--- config.mk ---
export PLATFORM = sky130hd
export DESIGN_NAME = enc_input_conditioner
export DESIGN_NICKNAME = d
export VERILOG_FILES = /design/src/rtl/enc_pkg.sv /design/src/rtl/debounce_channel.sv /design/src/rtl/enc_input_conditioner.sv
export SDC_FILE = /design/constraint.sdc
export NUM_CORES = 1
export LEC_CHECK = 0
export ABC_AREA = 1
export CORE_ASPECT_RATIO = 0.7
export CORE_MARGIN = 2
export CORE_UTILIZATION = 55
export DETAILED_ROUTE_END_ITERATION = 12
export GPL_ROUTABILITY_DRIVEN = 0
export PLACE_DENSITY = 0.85
export SLEW_MARGIN = 5
export SYNTH_ARGS = -nofsm -noshare
export SYNTH_HDL_FRONTEND = slang
export SYNTH_HIERARCHICAL = 1
export SYNTH_SLANG_ARGS = --single-unit
export TNS_END_PERCENT = 30
--- constraint.sdc ---
create_clock -name clk -period 2 [get_ports clk]
set_input_delay 0.3 -clock clk [delete_from_list [all_inputs] [get_ports clk]]
set_output_delay 0.3 -clock clk [all_outputs]
set_load 0.005 [all_outputs]
--- src/rtl/enc_pkg.sv ---
// Shared encoder defaults: synchronizer depth, debounce windows and the
// idle (detent) levels of the A/B/BTN pins. Also used by the decoder bench.
package enc_pkg;

    localparam int unsigned DEF_SYNC_STAGES    = 2;
    localparam int unsigned DEF_ENC_DEB_CYCLES = 1000;      // 10 us at 100 MHz
    localparam int unsigned DEF_BTN_DEB_CYCLES = 1000000;   // 10 ms at 100 MHz

    localparam logic A_IDLE_LVL   = 1'b1;
    localparam logic B_IDLE_LVL   = 1'b1;
    localparam logic BTN_IDLE_LVL = 1'b0;

    localparam int unsigned GLITCH_W = 8;

    // Increment that sticks at all-ones instead of wrapping.
    function automatic logic [GLITCH_W-1:0] sat_inc(input logic [GLITCH_W-1:0] v);
        return (v == '1) ? v : v + GLITCH_W'(1);
    endfunction

endpackage

--- src/rtl/debounce_channel.sv ---
// One input channel: SYNC_STAGES-deep synchronizer followed by a
// consecutive-mismatch counter debouncer.
//   clk, rst : clock, synchronous active-high reset
//   raw      : asynchronous pin
//   level    : debounced level (registered)
//   reject   : high in the cycle a partial count is abandoned (bounce)
module debounce_channel
    import enc_pkg::*;
#(
    parameter int unsigned SYNC_STAGES = DEF_SYNC_STAGES,
    parameter int unsigned DEB_CYCLES  = DEF_ENC_DEB_CYCLES,
    parameter logic        RESET_VAL   = 1'b0
) (
    input  logic clk,
    input  logic rst,
    input  logic raw,
    output logic level,
    output logic reject
);

    localparam int unsigned CNT_W = (DEB_CYCLES > 1) ? $clog2(DEB_CYCLES) : 1;
    localparam logic [CNT_W-1:0] CNT_LAST = CNT_W'(DEB_CYCLES - 1);

    logic [SYNC_STAGES-1:0] sync_q, sync_d;
    logic [CNT_W-1:0]       cnt_q,  cnt_d;
    logic                   level_q, level_d;
    logic                   sync_last;

    assign sync_last = sync_q[SYNC_STAGES-1];

    // Count consecutive mismatches; commit on the DEB_CYCLES-th one.
    always_comb begin
        sync_d  = {sync_q[SYNC_STAGES-2:0], raw};
        level_d = level_q;
        cnt_d   = '0;
        reject  = 1'b0;
        if (sync_last != level_q) begin
            if (cnt_q == CNT_LAST) begin
                level_d = sync_last;
            end else begin
                cnt_d = cnt_q + CNT_W'(1);
            end
        end else if (cnt_q != '0) begin
            // Input went back before the window filled: a bounce.
            reject = 1'b1;
        end
    end

    always_ff @(posedge clk) begin
        if (rst) begin
            sync_q  <= {SYNC_STAGES{RESET_VAL}};
            level_q <= RESET_VAL;
            cnt_q   <= '0;
        end else begin
            sync_q  <= sync_d;
            level_q <= level_d;
            cnt_q   <= cnt_d;
        end
    end

    assign level = level_q;

endmodule

--- src/rtl/enc_input_conditioner.sv ---
// Rotary encoder front end: synchronizes and debounces A, B and BTN,
// produces a rising-edge strobe on the debounced button and counts
// rejected bounces.
//   clk, rst          : clock, synchronous active-high reset
//   A_raw/B_raw/BTN_raw: asynchronous pins
//   A, B, BTN         : debounced levels
//   BTN_pulse         : one-cycle strobe after BTN rises
//   glitch_cnt        : saturating count of cycles with a rejected bounce
module enc_input_conditioner
    import enc_pkg::*;
#(
    parameter int unsigned SYNC_STAGES    = DEF_SYNC_STAGES,
    parameter int unsigned ENC_DEB_CYCLES = DEF_ENC_DEB_CYCLES,
    parameter int unsigned BTN_DEB_CYCLES = DEF_BTN_DEB_CYCLES
) (
    input  logic                clk,
    input  logic                rst,
    input  logic                A_raw,
    input  logic                B_raw,
    input  logic                BTN_raw,
    output logic                A,
    output logic                B,
    output logic                BTN,
    output logic                BTN_pulse,
    output logic [GLITCH_W-1:0] glitch_cnt
);

    logic rej_a, rej_b, rej_btn;
    logic btn_lvl;

    logic                btn_prev_q,   btn_prev_d;
    logic                btn_pulse_q,  btn_pulse_d;
    logic [GLITCH_W-1:0] glitch_cnt_q, glitch_cnt_d;

    debounce_channel #(
        .SYNC_STAGES (SYNC_STAGES),
        .DEB_CYCLES  (ENC_DEB_CYCLES),
        .RESET_VAL   (A_IDLE_LVL)
    ) u_deb_a (
        .clk    (clk),
        .rst    (rst),
        .raw    (A_raw),
        .level  (A),
        .reject (rej_a)
    );

    debounce_channel #(
        .SYNC_STAGES (SYNC_STAGES),
        .DEB_CYCLES  (ENC_DEB_CYCLES),
        .RESET_VAL   (B_IDLE_LVL)
    ) u_deb_b (
        .clk    (clk),
        .rst    (rst),
        .raw    (B_raw),
        .level  (B),
        .reject (rej_b)
    );

    debounce_channel #(
        .SYNC_STAGES (SYNC_STAGES),
        .DEB_CYCLES  (BTN_DEB_CYCLES),
        .RESET_VAL   (BTN_IDLE_LVL)
    ) u_deb_btn (
        .clk    (clk),
        .rst    (rst),
        .raw    (BTN_raw),
        .level  (btn_lvl),
        .reject (rej_btn)
    );

    // Rising-edge strobe on debounced BTN; simultaneous rejects count once.
    always_comb begin
        btn_prev_d   = btn_lvl;
        btn_pulse_d  = btn_lvl & ~btn_prev_q;
        glitch_cnt_d = glitch_cnt_q;
        if (rej_a | rej_b | rej_btn) begin
            glitch_cnt_d = sat_inc(glitch_cnt_q);
        end
    end

    // prev resets to the idle level so no strobe can follow reset release.
    always_ff @(posedge clk) begin
        if (rst) begin
            btn_prev_q   <= BTN_IDLE_LVL;
            btn_pulse_q  <= 1'b0;
            glitch_cnt_q <= '0;
        end else begin
            btn_prev_q   <= btn_prev_d;
            btn_pulse_q  <= btn_pulse_d;
            glitch_cnt_q <= glitch_cnt_d;
        end
    end

    assign BTN        = btn_lvl;
    assign BTN_pulse  = btn_pulse_q;
    assign glitch_cnt = glitch_cnt_q;

endmodule

==> results of run 1 <==
==> cell usage in the layout (no fill, tap or decap), drive strengths merged <==
cell,n
nand2,105
nor2,91
inv,60
dfxtp,59
nand3,36
a21oi,21
clkdlybuf4s50,16
clkbuf,11
xor2,8
nand4,7
ha,7
nand3b,6
xnor2,6
or2,6
o21ai,5
nor3,4
buf,4
bufinv,2
o21a,2
a31oi,2
clkinv,2
nor4,1
and2,1
o21bai,1
==> power breakdown <==
group | switching [W] | internal, W
Clock | 0.000456 | 0.000762
Sequential | 0.00000760 | 0.00118
Combinational | 0.0000379 | 0.0000304
==> flip-flops by register name, summed over array words and instances, names as in the netlist <==
signal and cells:
u_deb_btn/cnt_q 20, u_deb_a/cnt_q 10, u_deb_b/cnt_q 10, glitch_cnt 8, u_deb_a/sync_q 2, u_deb_b/sync_q 2
u_deb_btn/sync_q 2, BTN_pulse 1, btn_prev_q 1, u_deb_a/level 1, u_deb_b/level 1, u_deb_btn/level 1
==> logic make-up after synthesis <==
group           Yosys count  share of synthesized area, %
simple gates            257                          40.4
buf+inv                  61                          7.84
flops                    59                          39.2
compound gates           31                          5.60
xor+xnor                 14                          4.06
fa+ha+maj                 7                          2.90
==> per-stage QoR <==
step                instance area [sq um]  utilization [%]  total power, W  hold WS [ns]  cells
finish                               3510             66.8         0.00248         0.388    535
global route                         3510             66.8         0.00256         0.408    535
CTS                                  3510             66.8         0.00251         0.394    535
detailed placement                   3290             62.5         0.00129         0.385    520
global placement                     3290             62.5         0.00128         0.382    520
floorplan                            3020                -         0.00126         0.369    429
==> critical path, stage by stage (launching register included) <==
cell and delay (ns):
dfxtp_1 0.35, inv_1 0.07, ha_1 0.14, nand2_1 0.06
nor3_1 0.18, nand3_1 0.09, nand2_1 0.07, inv_1 0.04
nor2_1 0.17, nand2_2 0.20, nand3_1 0.14, nand2_1 0.05
nand2_1 0.05, nor2_1 0.04
==> layout make-up <==
cell class,instances,share of cell area [%]
clock buffers,11,4.31
repair buffers,20,5.42
clock inverters,4,2.10
well taps,72,2.57
flip-flops and latches,59,33.6
inverters,60,6.41
multi-input cells,309,45.5
==> per-layer routing <==
metal  global-route usage (%)  vias up  wire (um)
li1                         -     1407          -
met1                     29.1     1244       3010
met2                     37.6       85       2910
met3                     8.32        6        477
met4                     7.46        0         48
met5                        0        -          0
==> synth_stat cells <==
cell,n
or2_0,2
nand2_4,5
xor2_1,8
nand3_2,3
nor4_1,1
ha_1,7
o21ai_0,5
a21oi_1,20
nor2_4,4
nand4_1,7
buf_6,1
nand2_2,6
a21oi_2,1
nand3b_1,6
a31oi_1,2
and2_1,1
nand2_1,94
or2_2,4
inv_1,59
nor2_1,78
nor3_1,4
nand3_1,31
nor2_2,9
dfxtp_1,59
o21a_1,2
inv_2,1
o21bai_1,1
nand3_4,2
xnor2_1,6
==> worst paths after layout <==
kind / startpoint / endpoint / slack, ns / depth (start not counted)
max: u_deb_btn/cnt_q[0] / glitch_cnt[4] / 0.24 / 13
min: btn_prev_q / BTN_pulse / 0.39 / 1
max reg2reg: u_deb_btn/cnt_q[0] / glitch_cnt[4] / 0.24 / 13
min reg2reg: btn_prev_q / BTN_pulse / 0.39 / 1
==> summary.md, run 1 <==
| Metric | Value |
|---|---|
| Antenna violations before repair | `0` |
| Clock tree root buffer cell | `clkbuf_8` |
| Core area | `5260 sq um` |
| Gr ovfl total | `0` |
| Hold buffer count at cts | `0` |
| Layout cells sized above 1 | `11.7%` |
| Die Ht | `66.0 um` |
| DR DRC count | `0` |
| Status | `finished clean` |
| Area of the mapped netlist | `3020 sq um` |
| WL/cell | `12.0 um` |
| Number of global-route vias before repair | `2571` |
| Initial DRT Pass Iterations | `4` |
| CP required | `2.23 ns` |
| Tcrit/Tclk final | `87.8%` |
| Setup_tns | `0 ns` |
| Die width | `92.5 um` |
| # H-tree levels | `3` |
| Clk slew on worst S/H paths | `0.06 ns` |
| DR iter-0 viols | `192` |
| F_max | `0.569 GHz` |
| Clock sinks | `59` |
| Post-Route WL | `6450 um` |
| VDD IR max | `0.000521 V` |
| Worst Path Arrival | `1.99 ns` |
| Slew Limit Headroom | `81.7%` |
| Setup ws final | `0.243 ns` |
| TritonCTS clock tree | `built` |
| Area growth from synthesis to layout | `16.4%` |
| Startpoint types | `register` |
| Final setup vio count | `0` |
| DR vias | `2742` |
| MaxCap Viol Count | `0` |
| Pwr per Cell Area | `706 nW/um^2` |
| Post-synth top area share | `39.2%` |
| Post-synthesis sequential area ratio | `39.2%` |
| Post-layout min period | `1.76 ns` |
| ANT cells | `0` |
| Sequential standard cell area | `1180 sq um` |
| Crit path kind | `reg2reg` |
| TritonCTS buffer count | `9` |
| Dpl hpwl | `4670 um` |
| Syn avg cell area | `7.03 sq um` |
| Yosys top cell by area | `dfxtp_1` |
| Unrepaired setup endpoints after global routing | `false` |
| #FFs+latches synth | `59` |
| Max FO, Critical Path | `9` |
| Starting Density | `57.4%` |
| Routed Antenna Nets | `0` |
| Gates resized, CTS repair | `0` |
| Worst Setup End Kind | `register` |
| Final nets | `471` |
| CTS max path bufs | `2` |
| LEAKAGE | `1.34 nW` |
| Total track usage | `23.2%` |
| Syn Inst Count | `429` |
| Die area | `6100 sq um` |
| Synth Net Count | `441` |
| Routed vias/inst | `5.13` |
| Fill count | `451` |
| Worst Max-Slew Pin Slew | `0.274 ns` |
| Rows | `22` |
| Yosys Warn Count | `6` |
| Skew final | `0.00925 ns` |
| Max Transition Viols Final | `0` |
| Multi-input logic area | `1600 sq um` |
| Placement Setup Slack | `0.278 ns` |
| Clk_lat worst skew | `0.34 ns` |
| Pin count of the biggest net entering global routing | `20` |
| I/O pins | `17` |
| Hold crit path type | `reg2reg` |
| Fin. Hold Viols | `0` |
| Post-CTS setup buffers | `0` |
| IO buf count | `16` |
| First-pass GRT wire length | `11100 um` |
| Yosys cell types | `29` |
| Synth area leaders | `dfxtp_1 (39%), nand2_1 (12%), nor2_1 (9.7%)` |
Power figures use the tool's default switching activity.
==> run 2, diff against run 1 <==
Settings changed: PLACE_DENSITY 0.85 to 0.74.
==> summary.md, run 2 (same netlist as run 1, synthesis figures left out) <==
| Metric | Value |
|---|---|
| Die area | `6100 sq um (unchanged)` |
| ANT cells | `0 (unchanged)` |
| CP required | `2.22 ns (about the same)` |
| Routed Antenna Nets | `0 (unchanged)` |
| Die Ht | `66.0 um (unchanged)` |
| Starting Density | `57.4% (unchanged)` |
| DR vias | `2638 (-3.8%)` |
| Number of global-route vias before repair | `2443 (-5.0%)` |
| Post-route cell area | `3500 sq um (-0.29%)` |
| Core area | `5260 sq um (unchanged)` |
| Rows | `22 (unchanged)` |
| Dpl hpwl | `4440 um (-5.0%)` |
| VDD IR max | `0.000499 V (-4.1%)` |
| # H-tree levels | `3 (unchanged)` |
| Setup_tns | `0 ns (unchanged)` |
| Max FFs per register | `20 (unchanged)` |
| Critical Path, Cell by Cell | `nor2_1 > nand2_1 > nor3_1 > nand3_1 > nand2_1 > inv_1 > nor2_2 > nand2_2 > nand3_1 > nand2_1 > nand2_1 > nor2_1` |
| Status | `finished clean` |
| Multi-input logic area | `1600 sq um (+0.16%)` |
| Initial DRT Pass Iterations | `5 (+1)` |
| Total track usage | `22.0% (-1.2 points)` |
| Antenna violations before repair | `0 (unchanged)` |
| Final nets | `471 (unchanged)` |
| Pwr per Cell Area | `684 nW/um^2 (-3.1%)` |
| Post-Route WL | `6000 um (-6.9%)` |
| Worst Setup End Kind | `register` |
| First-pass GRT wire length | `10500 um (-5.7%)` |
| Worst Hold Depth | `1 (unchanged)` |
| Die width | `92.5 um (unchanged)` |
| Area growth from synthesis to layout | `16.1%` |
| MaxCap Viol Count | `0 (unchanged)` |
| Max FO, Critical Path | `9 (unchanged)` |
| Max Transition Viols Final | `0 (unchanged)` |
| Final core utilization | `66.6% (-0.19 points)` |
| Fill count | `475 (+5.3%)` |
| Worst Max-Slew Pin Slew | `0.264 ns (-0.00970 ns)` |
| Clock sinks | `59 (unchanged)` |
| DR DRC count | `0 (unchanged)` |
| IO buf count | `16 (unchanged)` |
| TritonCTS buffer count | `9 (unchanged)` |
| Pwr Total | `0.00240 W (-3.4%)` |
| Hold slack | `0.385 ns (-0.00251 ns)` |
| Skew final | `0.0110 ns (+0.00174 ns)` |
| CP max-delay cell | `dfxtp_1` |
| Slowest cell delay on critical path | `0.34 ns (about the same)` |
| Top flop regs | `u_deb_btn/cnt_q: 20 flops, u_deb_a/cnt_q: 10 flops, u_deb_b/cnt_q: 10 flops` |
| CTS max path bufs | `2 (unchanged)` |
| Post-layout min period | `1.75 ns (-0.00904 ns)` |
| Largest register by flop count | `u_deb_btn/cnt_q` |
| Commonest non-fill, non-tap cell in the layout | `nand2_1` |
| TritonCTS clock tree | `built` |
| Tcrit/Tclk final | `87.4% (-0.45 points)` |
| Clk slew on worst S/H paths | `0.06 ns (about the same)` |
| Startpoint types | `register` |
| Unrepaired setup endpoints after global routing | `false` |
| Most frequent cells in the layout | `nand2_1 (94), nor2_1 (77), dfxtp_1 (59), inv_1 (59), nand3_1 (31)` |
| Final setup vio count | `0 (unchanged)` |
| Worst-case reg-to-reg path depth | `12 (-1)` |
| DP Area | `3270 sq um (-0.46%)` |
| Clock tree root buffer cell | `clkbuf_8` |
| I/O pins | `17 (unchanged)` |
| LEAKAGE | `1.33 nW (-0.45%)` |
| Worst Path Arrival | `1.96 ns (-0.03 ns)` |
| Pin count of the biggest net entering global routing | `20 (unchanged)` |
| Hold buffer count at cts | `0 (unchanged)` |
| Routed vias/inst | `4.92 (-4.0%)` |
| Most common cell on crit path | `nand2_1` |
| Sequential standard cell area | `1180 sq um (unchanged)` |
| DR iter-0 viols | `108 (-44%)` |
| WL/cell | `11.2 um (-7.1%)` |
| Hold crit path type | `reg2reg` |
| Crit path kind | `reg2reg` |
| Slew Limit Headroom | `82.3% (+0.64 points)` |
| Fin. Hold Viols | `0 (unchanged)` |
| Gr ovfl total | `0 (unchanged)` |
| Layout cells sized above 1 | `12.1% (+0.41 points)` |
| F_max | `0.572 GHz (+0.52%)` |
| Clk_lat worst skew | `0.34 ns (about the same)` |
==> run 2: changes by cell type in the layout (fill, tap and decap cells not counted) <==
cell        delta
bufinv_16      -1
clkinv_4       -1
nor2_1         -1
clkbuf_8       +1
clkinv_2       +1
nor2_2         +1
clkinvlp_4     +1
==> run 2: routing by layer <==
metal | share of wire [%] | GRT usage (%) | up-vias | wire length, um
li1 | - | - | 1398 | -
met1 | 50 | 28.4 | 1165 | 2990
met2 | 44 | 34.8 | 61 | 2620
met3 | 4.9 | 7.18 | 14 | 293
met4 | 1.6 | 7.65 | 0 | 97
met5 | 0 | 0 | - | 0
==> run 2: through the flow <==
stage	worst slack, ns	std cells
after detailed placement	0.232	518
after CTS	0.183	534
after floorplan	0.454	429
after global routing	0.0563	536
after global placement	0.332	518
final	0.252	536
==> run 2: area by class of cell <==
cell class	count	area share [%]
Tap cell	72	2.57
Multi-Input combinational cell	309	45.7
Clock buffer	12	4.72
Inverter	60	6.43
Clock inverter	4	1.36
Timing Repair Buffer	20	5.43
Sequential cell	59	33.7
==> run 2: power breakdown <==
group          switching [W]  internal [W]
Combinational      0.0000366     0.0000326
Sequential        0.00000712       0.00118
Clock               0.000462      0.000673
Total               0.000506       0.00189
==> run 2: path summary, 6_finish.rpt <==
check,slack [ns],from,endpoint
worst max-delay path,0.25,u_deb_btn/cnt_q[12],glitch_cnt[4]
worst max register to register,0.25,u_deb_btn/cnt_q[12],glitch_cnt[4]
worst min-delay path,0.39,btn_prev_q,BTN_pulse
worst min register to register,0.39,btn_prev_q,BTN_pulse
==> run 2: critical path: cells and delay by family (launching register included) <==
| kind | cells | cell delay (ns) |
|---|---|---|
| buffers and inverters | 1 | 0.04 |
| DFF | 1 | 0.34 |
| and+or+nand+nor | 11 | 1.25 |
==> run 2: timing repair <==
action,CTS,global route
buffers inserted,0,2
hold endpoints to repair,0,0
resized for setup,0,1
endpoints found under the setup margin,0,2
